`src/rtl/dly_detect8.sv`:
```
// ============================================================================
// dly_detect8 : recovers and tracks the tap (0..MAX_DLY) of a tap-select delay line
// Rev 1.0
// ============================================================================
`default_nettype none

module dly_detect8 #(
  parameter  int WIDTH    = 8,
  parameter  int MAX_DLY  = 3,
  parameter  int LOCK_CNT = 4,
  parameter  int LOSS_CNT = 2,
  localparam int SW       = $clog2(MAX_DLY + 1)
) (
  input  logic             clk,
  input  logic             areset_n,
  input  logic             en,
  input  logic             clr,
  input  logic [WIDTH-1:0] ref_d,
  input  logic [WIDTH-1:0] dly_q,
  output logic [SW-1:0]    sel_det,
  output logic             locked,
  output logic             err
);

  localparam int MCW = $clog2(LOCK_CNT + 1);
  localparam int LCW = $clog2(LOSS_CNT + 1);
  localparam logic [MCW-1:0] C_LOCK = MCW'(LOCK_CNT);
  localparam logic [LCW-1:0] C_LOSS = LCW'(LOSS_CNT);
  localparam logic [SW-1:0]  C_FMAX = SW'(MAX_DLY);

  typedef enum logic [0:0] {
    ST_SEARCH = 1'b0,
    ST_LOCKED = 1'b1
  } state_t;

  state_t           r_state;
  logic [WIDTH-1:0] r_hist [1:MAX_DLY];
  logic [MCW-1:0]   r_mc   [0:MAX_DLY];
  logic [LCW-1:0]   r_lc;
  logic [SW-1:0]    r_fill;
  logic [SW-1:0]    r_sel;
  logic             r_locked;
  logic             r_err;

  logic [WIDTH-1:0] w_tap    [0:MAX_DLY];
  logic [MCW-1:0]   w_mc_nxt [0:MAX_DLY];
  logic             w_lock_any;
  logic [SW-1:0]    w_lock_sel;
  logic             w_trk_match;

  assign w_tap[0] = ref_d;

  generate
    for (genvar g = 1; g <= MAX_DLY; g++) begin : g_tap
      assign w_tap[g] = r_hist[g];
    end
  endgenerate

  // Scan from the top so the lowest locking tap is the one that sticks.
  always_comb begin
    w_lock_any = 1'b0;
    w_lock_sel = '0;
    for (int k = MAX_DLY; k >= 0; k--) begin
      if ((r_fill >= SW'(k)) && (dly_q == w_tap[k]))
        w_mc_nxt[k] = (r_mc[k] == C_LOCK) ? r_mc[k] : r_mc[k] + 1'b1;
      else
        w_mc_nxt[k] = '0;
      if (w_mc_nxt[k] == C_LOCK) begin
        w_lock_any = 1'b1;
        w_lock_sel = SW'(k);
      end
    end
  end

  assign w_trk_match = (dly_q == w_tap[r_sel]);

  always_ff @(posedge clk or negedge areset_n) begin
    if (!areset_n) begin
      r_state  <= ST_SEARCH;
      r_lc     <= '0;
      r_fill   <= '0;
      r_sel    <= '0;
      r_locked <= 1'b0;
      r_err    <= 1'b0;
      for (int k = 1; k <= MAX_DLY; k++) r_hist[k] <= '0;
      for (int k = 0; k <= MAX_DLY; k++) r_mc[k] <= '0;
    end else begin
      r_err <= 1'b0;
      if (clr) begin
        r_state  <= ST_SEARCH;
        r_locked <= 1'b0;
        r_lc     <= '0;
        r_fill   <= '0;
        for (int k = 0; k <= MAX_DLY; k++) r_mc[k] <= '0;
      end else if (en) begin
        r_hist[1] <= ref_d;
        for (int k = 2; k <= MAX_DLY; k++) r_hist[k] <= r_hist[k-1];
        if (r_fill != C_FMAX) r_fill <= r_fill + 1'b1;

        case (r_state)
          ST_SEARCH: begin
            for (int k = 0; k <= MAX_DLY; k++) r_mc[k] <= w_mc_nxt[k];
            if (w_lock_any) begin
              r_state  <= ST_LOCKED;
              r_locked <= 1'b1;
              r_sel    <= w_lock_sel;
            end
          end
          ST_LOCKED: begin
            if (w_trk_match) begin
              r_lc <= '0;
            end else if ((r_lc + 1'b1) == C_LOSS) begin
              // History survives loss of lock so the search can resume at once.
              r_state  <= ST_SEARCH;
              r_locked <= 1'b0;
              r_err    <= 1'b1;
              r_lc     <= '0;
              for (int k = 0; k <= MAX_DLY; k++) r_mc[k] <= '0;
            end else begin
              r_lc <= r_lc + 1'b1;
            end
          end
          default: r_state <= ST_SEARCH;
        endcase
      end
    end
  end

  assign sel_det = r_sel;
  assign locked  = r_locked;
  assign err     = r_err;

endmodule

`default_nettype wire
```
`config.mk`:
```
export PLATFORM = sky130hd
export DESIGN_NAME = dly_detect8
export DESIGN_NICKNAME = d
export VERILOG_FILES = /design/src/rtl/dly_detect8.sv
export SDC_FILE = /design/constraint.sdc
export NUM_CORES = 1
export LEC_CHECK = 0
export BUFFER_PORTS_ARGS = -buffer_cell sky130_fd_sc_hd__buf_4
export CORE_ASPECT_RATIO = 0.9
export CORE_MARGIN = 3
export CORE_UTILIZATION = 48
export DETAILED_ROUTE_END_ITERATION = 10
export PLACE_DENSITY = 0.74
export REMOVE_ABC_BUFFERS = 1
export SLEW_MARGIN = 20
export SYNTH_ARGS = -nofsm -noshare
export SYNTH_HDL_FRONTEND = slang
export SYNTH_SLANG_ARGS = --single-unit
```
`constraint.sdc`:
```
create_clock -name clk -period 2.5 [get_ports clk]
set_input_delay 0.25 -clock clk [delete_from_list [all_inputs] [get_ports clk]]
set_output_delay 0.25 -clock clk [all_outputs]
set_load 0.01 [all_outputs]
```
Yosys cells after proc, flatten, opt, wreduce, memory -nomap -nowiden
Cells that the tools add are included.
- eq/ne operators: 18
- muxes and demuxes: 49
- divide/modulo/power cells: 0
- reduce and logical (&&, ||, !) cells: 13
- add/sub/neg operators: 6
- $mul: 0
- shift operators: 0
- order comparisons: 5
- bitwise gates (word level): 3
- operators with widths (operator ; number):
    $mux W12 ; 4
    $eq A8 B8 Y1 ; 5
    $eq A3 B3 Y1 const B ; 8
    $mux W2 ; 12
    $mux W3 ; 8
    $pmux W12 S2 ; 1
    $mux W1 ; 19
    $bmux W8 S2 ; 1
    $mux W8 ; 2
    $add A3 B1 Y3 const B ; 4
    $reduce_and A4 Y1 ; 2
    $ne A3 B3 Y1 const B ; 2
    $reduce_and A2 Y1 ; 3
    $reduce_bool A2 Y1 ; 3
    $add A2 B1 Y2 const B ; 2
    $ge A2 B1 Y1 const B ; 2
    $ge A2 B2 Y1 const B ; 2
    $logic_and A1 B1 Y1 ; 4
    $pmux W1 S2 ; 2
    $ge A3 B3 Y1 const B ; 1
    $ne A3 B2 Y1 const B ; 1
    $not A2 Y3 ; 1
    $reduce_and A3 Y1 ; 1
    $eq A2 B2 Y1 const B ; 1
    other kinds (2) ; 3
- bits in latches: 0
- memory bits (read-only): 0
- input port bits: 20
- register bits: 45
- memories kept: 0
- logic and storage cells: 107
- bits in writable memories: 0
- output and inout bits: 4

Longest topological paths before layout
Gate-level depths: netlist (run 1).
- depth in word-level cells: 12
- gate-level depth with buffers: 8
- mapped depth without buffers: 8

Worst setup path after synthesis (run 1)
No wires, ideal clock.
- kind: register -> register
- start point: register r_sel[1] (netlist: sel_det[1])
- end point: register r_mc[3] (netlist name)
- cell stages (with the launch flop): 9
- arrival: 2155 ps
- clock period less this slack: 2275 ps
- buffers on the path: 2
- required time: 2380 ps
- library setup time: 120 ps
- slack: 225 ps
- cells stage by stage: dfrtp_1 buf_6 mux4_1 xor2_1 nor4_4 a21oi_2 o21a_1 buf_6 a31o_2
- cells in the longest elaborated chain, start to end: 7
- ends and longest elaborated chain (element ; line ; source):
    start: declaration ; 41 ; logic [SW-1:0] r_sel;
    start signal: assignment ; 106 ; r_sel <= w_lock_sel;
    $not A2 Y3 (not written as such) ; 75 ; assign w_trk_match = (dly_q == w_tap[r_sel]);
    $bmux W8 S2 ; 75 ;
    $mux W8 (not written as such) (2 in a row) ; 75 ;
    $eq A8 B8 Y1 ; 75 ;
    $ne A3 B3 Y1 (no line) ; - ;
    $reduce_and A3 Y1 (no line) ; - ;
    end: declaration ; 38 ; logic [MCW-1:0] r_mc [0:MAX_DLY];
No other way between the ends. The select of a mux whose other input is x is not followed.
A chain may end at the register's enable or synchronous reset.

Worst setup path after layout (run 1)
- start point: register r_mc[0] (netlist name)
- end point: register r_state
- cells in the longest elaborated chain, start to end: 12
- elaborated cells on any way between the ends: 13
- classes of those cells: 1 x add/sub; 2 x eq/ne; 10 x mux
- ends and longest elaborated chain (element ; line ; source):
    $add A3 B1 Y3 / $eq A3 B3 Y1 (equally long branches) ; 65 ; w_mc_nxt[k] = (r_mc[k] == C_LOCK) ? r_mc[k] : r_mc[k] + 1'b1;
    $mux W3 * ; 65 ;
    $mux W3 * ; 64 ; if ((r_fill >= SW'(k)) && (dly_q == w_tap[k]))
    $eq A3 B3 Y1 * ; 68 ; if (w_mc_nxt[k] == C_LOCK) begin
    $mux W1 * (4 in a row) ; 68 ;
    $mux W1 * ; 103 ; if (w_lock_any) begin
    $pmux W1 S2 * ; 100 ; case (r_state)
    $mux W1 * ; 95 ; end else if (en) begin
    $mux W1 * ; 89 ; if (clr) begin
    end signal: assignment ; 90 ; r_state <= ST_SEARCH;
    end signal: assignment ; 104 ; r_state <= ST_LOCKED;
    end signal: assignment ; 114 ; r_state <= ST_SEARCH;
    end: declaration ; 36 ; state_t r_state;
Every way passes the cells marked *; elsewhere a longest branch is shown, timed or not. The select of a mux whose other input is x is not followed.

==> results of run 1 <==
synth_stat cells (2+ instances only):
master | number | area (sq um)
nor3b_1 | 3 | 22.5
nand3_1 | 10 | 50.1
buf_6 | 3 | 33.8
nand3b_1 | 3 | 22.5
o211a_1 | 2 | 20.0
ha_1 | 11 | 138
mux4_1 | 3 | 78.8
dfrtp_1 | 45 | 1130
inv_1 | 12 | 45.0
nor2_1 | 16 | 60.1
o41ai_1 | 4 | 35.0
a31oi_1 | 2 | 12.5
mux2_2 | 24 | 270
and2_1 | 2 | 12.5
nor3_1 | 7 | 35.0
nand2b_1 | 2 | 12.5
a31o_2 | 2 | 17.5
and4_1 | 3 | 26.3
clkbuf_1 | 9 | 33.8
o21ai_0 | 6 | 30.0
nand2_1 | 18 | 67.6
nor2b_1 | 3 | 18.8
nor4_1 | 5 | 31.3
mux4_2 | 2 | 45.0
mux2i_1 | 5 | 50.1
a21oi_1 | 19 | 95.1
xnor2_1 | 28 | 245
nand4_1 | 5 | 31.3
xor2_1 | 9 | 78.8
power by group through the flow:
stage	Clock [W]	Combinational, W	Sequential [W]
2_1_floorplan	0	0.000278	0.000906
3_3_place_gp	0	0.000375	0.000930
3_5_place_dp	0	0.000386	0.000935
4_1_cts	0.000467	0.000389	0.000921
5_1_grt	0.000501	0.000429	0.000936
6_report	0.000452	0.000387	0.000921
metrics by stage:
stage | hold WS [ps] | cells | cell area (sq um) | util, %
6_report | 192 | 376 | 3250 | 56.2
5_1_grt | 182 | 376 | 3250 | 56.2
3_3_place_gp | 296 | 367 | 3150 | 54.4
2_1_floorplan | -45.6 | 268 | 2840 | -
3_5_place_dp | 294 | 367 | 3150 | 54.4
4_1_cts | 184 | 376 | 3250 | 56.1
cell families after synthesis:
logic type,synth area share [%]
adder cells (fa/ha/maj),4.72
multiplexers,15.2
XOR/XNOR,11.1
AND/OR/NAND/NOR,14.9
buffers and inverters,4.16
AO/OA/AOI/OAI,11.2
flip-flops,38.6
sequential cells by signal, summed over array words and instances (netlist names):
register	count
r_mc	12
r_state	1
locked	1
sel_det	2
r_fill	2
r_lc	2
err	1
r_hist	24
path summary, 6_finish.rpt:
check	endpoint	cells after the start	slack, ps
setup / recovery	r_state$_DFFE_PN0P_	8	190
hold / removal	r_hist[23]$_DFFE_PN0P_	2	190
setup reg to reg	r_state$_DFFE_PN0P_	8	190
hold reg to reg	r_lc[1]$_DFFE_PN0P_	1	520
max in group asynchronous	sel_det[1]$_DFFE_PN0P_	2	1570
min in group asynchronous	err$_DFF_PN0_	2	490
area by class of cell:
cell class	count	share of cell area, %
multi-input combinational	210	51.5
sequential	45	34.7
timing repair buffer	30	7.00
tap	70	2.69
clock buffer	5	2.12
inverter	13	1.50
clock inverter	3	0.538
metal layers:
| metal | track usage (%) | wire (um) | up-vias |
|---|---|---|---|
| met4 | 3.17 | 43 | 0 |
| met3 | 3.41 | 232 | 5 |
| met2 | 28.7 | 2670 | 36 |
| met1 | 26.6 | 2930 | 1041 |
| met5 | 0 | 0 | - |
| li1 | - | - | 1056 |
what timing repair did:
action	CTS	global route
setup endpoints to repair	1	7
hold buffers	1	0
hold endpoints to repair	45	0
setup buffers	0	0
resized for setup	1	2
==> results.md, run 1 <==
- NetSw: 0.000530 W
- DR vias: ~2,100
- IO Count: 24
- CTS Buf Count: 5
- Std-Cell Rows: 26
- DR pass1 iterations: 4
- RePlAce Congestion: 0.808
- CTS H-tree lvls: 2
- Overall power: roughly 0.0018 W
- Fin. max-slew vios: 0
- DRC: 0
- FF+latch count, synth: 45
- Crit end category: register
- Slowest stage delay, CP: between 400 and 500 ps
- Antenna violations before repair: 0
- CTS Sinks: 45
- Final period util: 92.5%
- Area growth syn-to-layout: 11.6%
- Die span in x: a little under 90 um
- Startpoint Class: register
- Rel. slew slack: between 50% and 60%
- Worst Max-Slew Pin Slew: approximately 600 ps
- Largest net degree at the start of global routing: between 40 and 50
- Die height: roughly 80 um
- Grt ovf: 0
- Average wire per standard cell: approximately 16 um
- Dpl hpwl: 4410 um
- CTS tree: built
- Sw Ratio: 30.1%
- Data arrival time of the worst path: roughly 2600 ps
- Cell area power density: approximately 540 nW/um^2
- Netlist cell types: 47
- Gr usage total: approximately 18%
- Crit path max fanout: 4
- Synth warn: 0
- Critical path origin: r_mc[0]$_DFFE_PN0P_
- Post-route ant nets: 0
- Max cap viols: 0
- Most frequent cells in the layout: dfrtp_1, buf_4, xnor2_1
- Clock Path Buffers: 2
- Initial Utilization: 50.3%
- RSZ-0062 raised after global routing: no
- Buffers plus inverters on the worst setup path: 1
- CTS clk-pin slew, worst paths: around 90 ps
- CORE AREA: about 5800 sq um
- Post-synth EDFFs: 0
- CTS root buffer: clkbuf_8
- Vias in the first global route: between 2,000 and 2,500
- Share of cells above drive strength 1: between 20 and 25%
- Clock power frac: between 20% and 30%
- Lkg Pwr: 1.34 nW
- Worst Skew: approximately 13 ps
- Ys flop type: dfrtp_1
- Initial DRC Count: roughly 120
- Post-route setup slack: about 190 ps
- Hold Vio Cnt, Final: 0
- Comb power frac: a little over a fifth
- First-pass GRT wire length: about 10,000 um
- Max rail drop VDD: around 360 uV
- Cells after Synth: 281
- Worst r2r src: r_mc[0]$_DFFE_PN0P_
- Setup TNS: 0 ps
- Hold crit path type: input pin to register
- Fin crit period: 2310 ps
- Routed wire length: around 5900 um
- Inserted Diodes: 0
- Layout net count: ~340
- Pre-CTS setup slack: -11.2 ps
- CP Cell Sequence: inv_1, ha_1, or3b_2, a311o_1, nor4_2, a21oi_1, a31oi_1, or2_2
- Register Area: approximately 1100 sq um
- Slowest-stage cell, CP: or3b_2
- Async S/R FF share, synth: 100%
- Crit path kind: register to register
- Max frequency: around 430 MHz
- Die ar.: between 7000 and 8000 sq um
- Sequential Power Share: a little over half
- Status: finished clean
- Internal: approximately 0.0012 W
- Final setup fails: 0
- Average size of a mapped cell: 10.4 sq um
- Worst-Skew Late Latency: 300 ps
- Hold_sp: ref_d[7]
- # port buffers: 23
- Register area share after synthesis: 38.6%
- Multi-input gate area: ~1700 sq um
- # fillers: 512
- Vias/cell: around 5.7
- Netlist Area Pre-Place: about 3000 sq um
- Crit path required time: 2750 ps
- Worst path top cell family by delay: simple AND/OR/NAND/NOR gates
- Commonest non-fill, non-tap cell in the layout: dfrtp_1
Power figures use the tool's default switching activity.
==> inputs of run 2 (changes only) <==
--- a/config.mk
+++ b/config.mk
@@ -8,9 +8,9 @@
 export BUFFER_PORTS_ARGS = -buffer_cell sky130_fd_sc_hd__buf_4
 export CORE_ASPECT_RATIO = 0.9
 export CORE_MARGIN = 3
-export CORE_UTILIZATION = 48
+export CORE_UTILIZATION = 50
 export DETAILED_ROUTE_END_ITERATION = 10
-export PLACE_DENSITY = 0.74
+export PLACE_DENSITY = 0.77
 export REMOVE_ABC_BUFFERS = 1
 export SLEW_MARGIN = 20
 export SYNTH_ARGS = -nofsm -noshare
==> results.md, run 2 (synthesis results as in run 1) <==
- Status: finished clean (unchanged)
- Worst r2r src: sel_det[1]$_DFFE_PN0P_ (was r_mc[0]$_DFFE_PN0P_)
- Area growth syn-to-layout: 12.4% (was 11.6%)
- Routed wire length: 6010 um (was 5880 um)
- # port buffers: 23 (unchanged)
- Max FFs per register: 24 (unchanged)
- Worst Skew: 10.6 ps (was 12.8 ps)
- Largest net degree at the start of global routing: 46 (unchanged)
- Clock Path Buffers: 2 (unchanged)
- Worst Max-Slew Pin Slew: 735 ps (was 600 ps)
- Max frequency: 425 MHz (was 432 MHz)
- Die ar.: 6780 sq um (was 7050 sq um)
- CTS H-tree lvls: 2 (unchanged)
- Crit end category: register (unchanged)
- Slowest stage delay, CP: 710 ps (was 440 ps)
- IO Count: 24 (unchanged)
- Initial Utilization: 53.6% (was 50.3%)
- CORE AREA: 5440 sq um (was 5790 sq um)
- Share of cells above drive strength 1: 24.3% (was 24.5%)
- Lkg Pwr: 1.37 nW (was 1.34 nW)
- Crit path required time: 2750 ps (about the same)
- Average wire per standard cell: 16.2 um (was 15.6 um)
- Hold crit path type: input pin to register (unchanged)
- Reg2Reg Setup Slack: 150 ps (was 190 ps)
- Most frequent cells in the layout: dfrtp_1, buf_4, xnor2_1 (unchanged)
- Post-route ant nets: 0 (unchanged)
- CTS tree: built (unchanged)
- Final period util: 94.1% (was 92.5%)
- Grt ovf: 0 (unchanged)
- Fin crit period: 2350 ps (was 2310 ps)
- Cell depth of the worst min-delay path: 2 (unchanged)
- Overall power: 0.00184 W (was 0.00176 W)
- Rel. slew slack: 49.8% (was 58.9%)
- Inserted Diodes: 0 (unchanged)
- DR vias: 2,133 (was 2,138)
- Cell area power density: 563 nW/um^2 (was 541 nW/um^2)
- Vias in the first global route: 2,109 (was 2,086)
- First-pass GRT wire length: 10,400 um (was 10,100 um)
- Gr usage total: 19.3% (was 18.3%)
- Startpoint Class: register (unchanged)
- Met2 WL: 2790 um (was 2670 um)
- Reg-to-reg endpoint: err$_DFF_PN0_ (was r_state$_DFFE_PN0P_)
- Worst-Skew Late Latency: 300 ps (about the same)
- Hold Vio Cnt, Final: 0 (unchanged)
- R2r worst-path depth: 5 (was 8)
- Final setup fails: 0 (unchanged)
- RePlAce Congestion: 0.822 (was 0.808)
- Fin. max-slew vios: 0 (unchanged)
- Top reg by flops: r_hist (unchanged)
- Placed cell count: 364 (was 367)
- Antenna violations before repair: 0 (unchanged)
- Metal3 WL: 252 um (was 232 um)
- Crit path kind: register to register (unchanged)
- Critical path origin: sel_det[1]$_DFFE_PN0P_ (was r_mc[0]$_DFFE_PN0P_)
- Top Registers: r_hist: 24 flops, r_mc: 12 flops (unchanged)
- Crit path max fanout: 6 (was 4)
- Max cap viols: 0 (unchanged)
- Commonest non-fill, non-tap cell in the layout: dfrtp_1 (unchanged)
- Post-Layout Cell Count: 372 (was 376)
- Slowest-stage cell, CP: a2111oi_0 (was or3b_2)
- Initial DRC Count: 141 (was 116)
- Max rail drop VDD: 367 uV (was 365 uV)
- CTS clk-pin slew, worst paths: 90 ps (about the same)
- Data arrival time of the worst path: 2600 ps (was 2570 ps)
- CP Cell Sequence: mux4_1, xor2_1, nor4_4, a2111oi_0, buf_4 (was inv_1, ha_1, or3b_2, a311o_1, nor4_2, a21oi_1, a31oi_1, or2_2)
- DR pass1 iterations: 4 (unchanged)
- Worst path top cell family by delay: compound AO/OA/AOI/OAI gates (was simple AND/OR/NAND/NOR gates)
- CTS root buffer: clkbuf_8 (unchanged)
- Buffers plus inverters on the worst setup path: 1 (unchanged)
- Highest metal used: met4 (unchanged)
- Util after Layout: 60.2% (was 56.2%)
- CTS Buf Count: 5 (unchanged)
- Layout net count: 336 (unchanged)
- Hold_sp: ref_d[6] (was ref_d[7])
- Dpl hpwl: 4450 um (was 4410 um)
- Met1 WL: 2890 um (was 2930 um)
- Die height: 78.4 um (was 79.9 um)
- Post-CTS setup buffers: 0 (unchanged)
- CTS Sinks: 45 (unchanged)
- Die span in x: 86.5 um (was 88.2 um)
- Std-Cell Rows: 25 (was 26)
- RSZ-0062 raised after global routing: no (unchanged)
- Vias/cell: 5.73 (was 5.69)
- # fillers: 470 (was 512)
- Worst Hold End: r_hist[22]$_DFFE_PN0P_ (was r_hist[23]$_DFFE_PN0P_)
- DRC: 0 (unchanged)
-- run 2: area by class of cell --
type                       instances  area [sq um]  share of cell area, %
clock buffer                       5          68.8                   2.10
multi-input combinational        210          1680                   51.4
tap                               67          83.8                   2.56
sequential                        45          1130                   34.4
inverter                          13          48.8                   1.49
clock inverter                     2          35.0                   1.07
timing repair buffer              30           228                   6.95
-- run 2: through the flow --
| stage | setup WS, ps | setup TNS [ps] | area [sq um] | hold slack [ps] |
|---|---|---|---|---|
| after floorplan | 61.4 | 0 | 2840 | -45.6 |
| after global placement | 72.5 | 0 | 3140 | 290 |
| after detailed placement | -25.2 | -25.5 | 3140 | 291 |
| after CTS | 12.0 | 0 | 3260 | 187 |
| after global routing | 29.7 | 0 | 3280 | 189 |
| final | 148 | 0 | 3280 | 191 |
-- run 2: repair_timing --
item                                   4_1_cts  5_1_grt
gates cloned                                 0        0
gates resized for setup                      1        3
endpoints found under the hold margin       45        0
setup endpoints to repair                    2        4
hold buffers                                 1        0
-- run 2: how the worst max path moves through the flow --
stage / to / slack, ps / depth (start not counted)
after floorplan: r_mc[10]$_DFFE_PN0P_ / 60 / 6
after global placement: r_mc[6]$_DFFE_PN0P_ / 70 / 6
after detailed placement: r_mc[6]$_DFFE_PN0P_ / -30 / 6
after CTS: r_state$_DFFE_PN0P_ / 10 / 8
after global routing: r_state$_DFFE_PN0P_ / 30 / 8
final: err$_DFF_PN0_ / 150 / 5
-- run 2: layer usage --
metal	up-vias	global-route usage, %
li1	1055	-
met1	1033	28.8
met2	37	29.1
met4	0	4.67
met3	8	3.36
met5	-	0
-- run 2: worst reg2reg max path: cells and delay by family, from the launching register on --
kind                      cells  cell delay (ps)
AOI/OAI and AO/OA             1              710
muxes                         1              600
DFF                           1              450
xor gates and xnor gates      1              240
buffers and inverters         1              220
and+or+nand+nor               1               90
-- run 2: power breakdown --
part           switching [W]  total [W]  internal, W
clock network       0.000238   0.000529     0.000291
logic               0.000184   0.000393     0.000209
registers          0.0000949   0.000921     0.000826
total               0.000517    0.00184      0.00133
==> inputs of run 3 (changes only) <==
--- a/config.mk
+++ b/config.mk
@@ -8,9 +8,9 @@
 export BUFFER_PORTS_ARGS = -buffer_cell sky130_fd_sc_hd__buf_4
 export CORE_ASPECT_RATIO = 0.9
 export CORE_MARGIN = 3
-export CORE_UTILIZATION = 50
+export CORE_UTILIZATION = 60
 export DETAILED_ROUTE_END_ITERATION = 10
-export PLACE_DENSITY = 0.77
+export PLACE_DENSITY = 0.88
 export REMOVE_ABC_BUFFERS = 1
 export SLEW_MARGIN = 20
 export SYNTH_ARGS = -nofsm -noshare
==> results.md, run 3 (synthesis results as in run 1) <==
- Placed cell count: 358 (was 364)
- Lkg Pwr: 1.34 nW (was 1.37 nW)
- Finished Cell Area: 3230 sq um (was 3280 sq um)
- Worst r2r src: r_mc[0]$_DFFE_PN0P_ (was sel_det[1]$_DFFE_PN0P_)
- RePlAce Congestion: 0.813 (was 0.822)
- Worst-Skew Late Latency: 300 ps (about the same)
- Post-route setup slack: 110 ps (was 148 ps)
- Worst path top cell family by delay: simple AND/OR/NAND/NOR gates (was compound AO/OA/AOI/OAI gates)
- Grt ovf: 0 (unchanged)
- Post-route ant nets: 0 (unchanged)
- Crit end category: register (unchanged)
- CTS root buffer: clkbuf_8 (unchanged)
- Startpoint Class: register (unchanged)
- Final setup fails: 0 (unchanged)
- Pre-CTS setup slack: 38.3 ps (was -25.2 ps)
- Fin. max-slew vios: 0 (unchanged)
- First-pass GRT wire length: 10,800 um (was 10,400 um)
- Vias/cell: 6.08 (was 5.73)
- Rel. slew slack: 56.5% (was 49.8%)
- Cell area power density: 545 nW/um^2 (was 563 nW/um^2)
- DR pass1 iterations: 4 (unchanged)
- Average wire per standard cell: 17.1 um (was 16.2 um)
- Worst Hold End: r_hist[20]$_DFFE_PN0P_ (was r_hist[22]$_DFFE_PN0P_)
- R2r worst-path depth: 8 (was 5)
- Max frequency: 418 MHz (was 425 MHz)
- Post-CTS setup buffers: 0 (unchanged)
- Antenna violations before repair: 0 (unchanged)
- CP Cell Sequence: inv_1, ha_1, or3b_2, a311o_1, nor4_1, a21oi_1, a31oi_1, or2_2 (was mux4_1, xor2_1, nor4_4, a2111oi_0, buf_4)
- Crit path kind: register to register (unchanged)
- Area growth syn-to-layout: 10.6% (was 12.4%)
- Most frequent cells in the layout: dfrtp_1, xnor2_1, buf_4 (was dfrtp_1, buf_4, xnor2_1)
- Reg2Reg Setup Slack: 110 ps (was 150 ps)
- Placed Area: 3130 sq um (was 3140 sq um)
- Clock Path Buffers: 2 (unchanged)
- Commonest non-fill, non-tap cell in the layout: dfrtp_1 (unchanged)
- Share of cells above drive strength 1: 23.6% (was 24.3%)
- Buffers plus inverters on the worst setup path: 1 (unchanged)
- Gr usage total: 24.6% (was 19.3%)
- Cell depth of the worst min-delay path: 2 (unchanged)
- Final period util: 95.6% (was 94.1%)
- Max FFs per register: 24 (unchanged)
- Initial DRC Count: 215 (was 141)
- CTS Sinks: 45 (unchanged)
- Max rail drop VDD: 437 uV (was 367 uV)
- Crit path required time: 2750 ps (about the same)
- Dpl hpwl: 4560 um (was 4450 um)
- RSZ-0062 raised after global routing: no (unchanged)
- Routed wire length: 6290 um (was 6010 um)
- # port buffers: 23 (unchanged)
- Top reg by flops: r_hist (unchanged)
- Hold Vio Cnt, Final: 0 (unchanged)
- Data arrival time of the worst path: 2640 ps (was 2600 ps)
- Top Registers: r_hist: 24 flops, r_mc: 12 flops (unchanged)
- Status: finished clean (unchanged)
- Fin crit period: 2390 ps (was 2350 ps)
- Inserted Diodes: 0 (unchanged)
- Die height: 72.1 um (was 78.4 um)
- Post-Layout Cell Count: 367 (was 372)
- Worst Max-Slew Pin Slew: 635 ps (was 735 ps)
- Slowest stage delay, CP: 450 ps (was 710 ps)
- Crit path max fanout: 4 (was 6)
- Vias in the first global route: 2,205 (was 2,109)
- Initial Utilization: 63.7% (was 53.6%)
- Max cap viols: 0 (unchanged)
- CTS clk-pin slew, worst paths: 80 ps (was 90 ps)
- DR vias: 2,233 (was 2,133)
- Largest net degree at the start of global routing: 46 (unchanged)
- CTS tree: built (unchanged)
- Die span in x: 79.5 um (was 86.5 um)
- # fillers: 335 (was 470)
- Reg-to-reg endpoint: r_state$_DFFE_PN0P_ (was err$_DFF_PN0_)
- CTS H-tree lvls: 2 (unchanged)
- Die ar.: 5730 sq um (was 6780 sq um)
- Slowest-stage cell, CP: or3b_2 (was a2111oi_0)
- CTS Buf Count: 5 (unchanged)
- Hold_sp: ref_d[4] (was ref_d[6])
- Std-Cell Rows: 23 (was 25)
- DRC: 0 (unchanged)
- CORE AREA: 4580 sq um (was 5440 sq um)
- Hold crit path type: input pin to register (unchanged)
- Setup TNS: 0 ps (unchanged)
- IO Count: 24 (unchanged)
- Worst Skew: 7.20 ps (was 10.6 ps)
- Layout net count: 335 (was 336)
==> run 3: per-stage QoR <==
step,power [W],hold slack (ps),util (%)
floorplan,0.00118,-45.6,-
global placement,0.00130,278,68.4
detailed placement,0.00132,287,68.4
CTS,0.00177,184,70.4
global route,0.00185,195,70.5
finish,0.00176,194,70.5
==> run 3: report_power, final <==
part	switching, W	total (W)	internal, W
clock	0.000244	0.000437	0.000194
sequential	0.000101	0.000927	0.000826
combinational	0.000183	0.000392	0.000209
total	0.000528	0.00176	0.00123
==> run 3: worst max-delay path by stage <==
stage                      startpoint              endpoint  slack [ps]  cells after the start
2_1_floorplan  sel_det[1]$_DFFE_PN0P_  r_mc[10]$_DFFE_PN0P_          60                      6
3_3_place_gp   sel_det[1]$_DFFE_PN0P_   r_mc[6]$_DFFE_PN0P_         110                      6
3_5_place_dp   sel_det[1]$_DFFE_PN0P_   r_mc[6]$_DFFE_PN0P_          40                      6
4_1_cts        sel_det[1]$_DFFE_PN0P_   r_mc[6]$_DFFE_PN0P_          40                      6
5_1_grt           r_mc[0]$_DFFE_PN0P_   r_state$_DFFE_PN0P_           2                      8
6_report          r_mc[0]$_DFFE_PN0P_   r_state$_DFFE_PN0P_         110                      8
==> run 3: cell type report <==
class	count	area, sq um	share of cell area (%)
Clock buffer	6	72.6	2.25
Clock inverter	2	10.0	0.310
Inverter	13	48.8	1.51
Multi-Input combinational cell	210	1670	51.7
Sequential cell	45	1130	34.9
Tap cell	62	77.6	2.40
Timing Repair Buffer	29	220	6.83
==> run 3: layer usage <==
layer	GRT usage (%)	wire [um]
met2	40.4	3050
met5	0	0
met4	9.54	121
met1	32.4	2810
met3	4.84	310
==> run 3: repair_timing <==
action / 4_1_cts / 5_1_grt
hold endpoints to repair: 45 / 0
hold buffers: 1 / 0
setup endpoints to repair: 0 / 10
gates resized for setup: 0 / 2
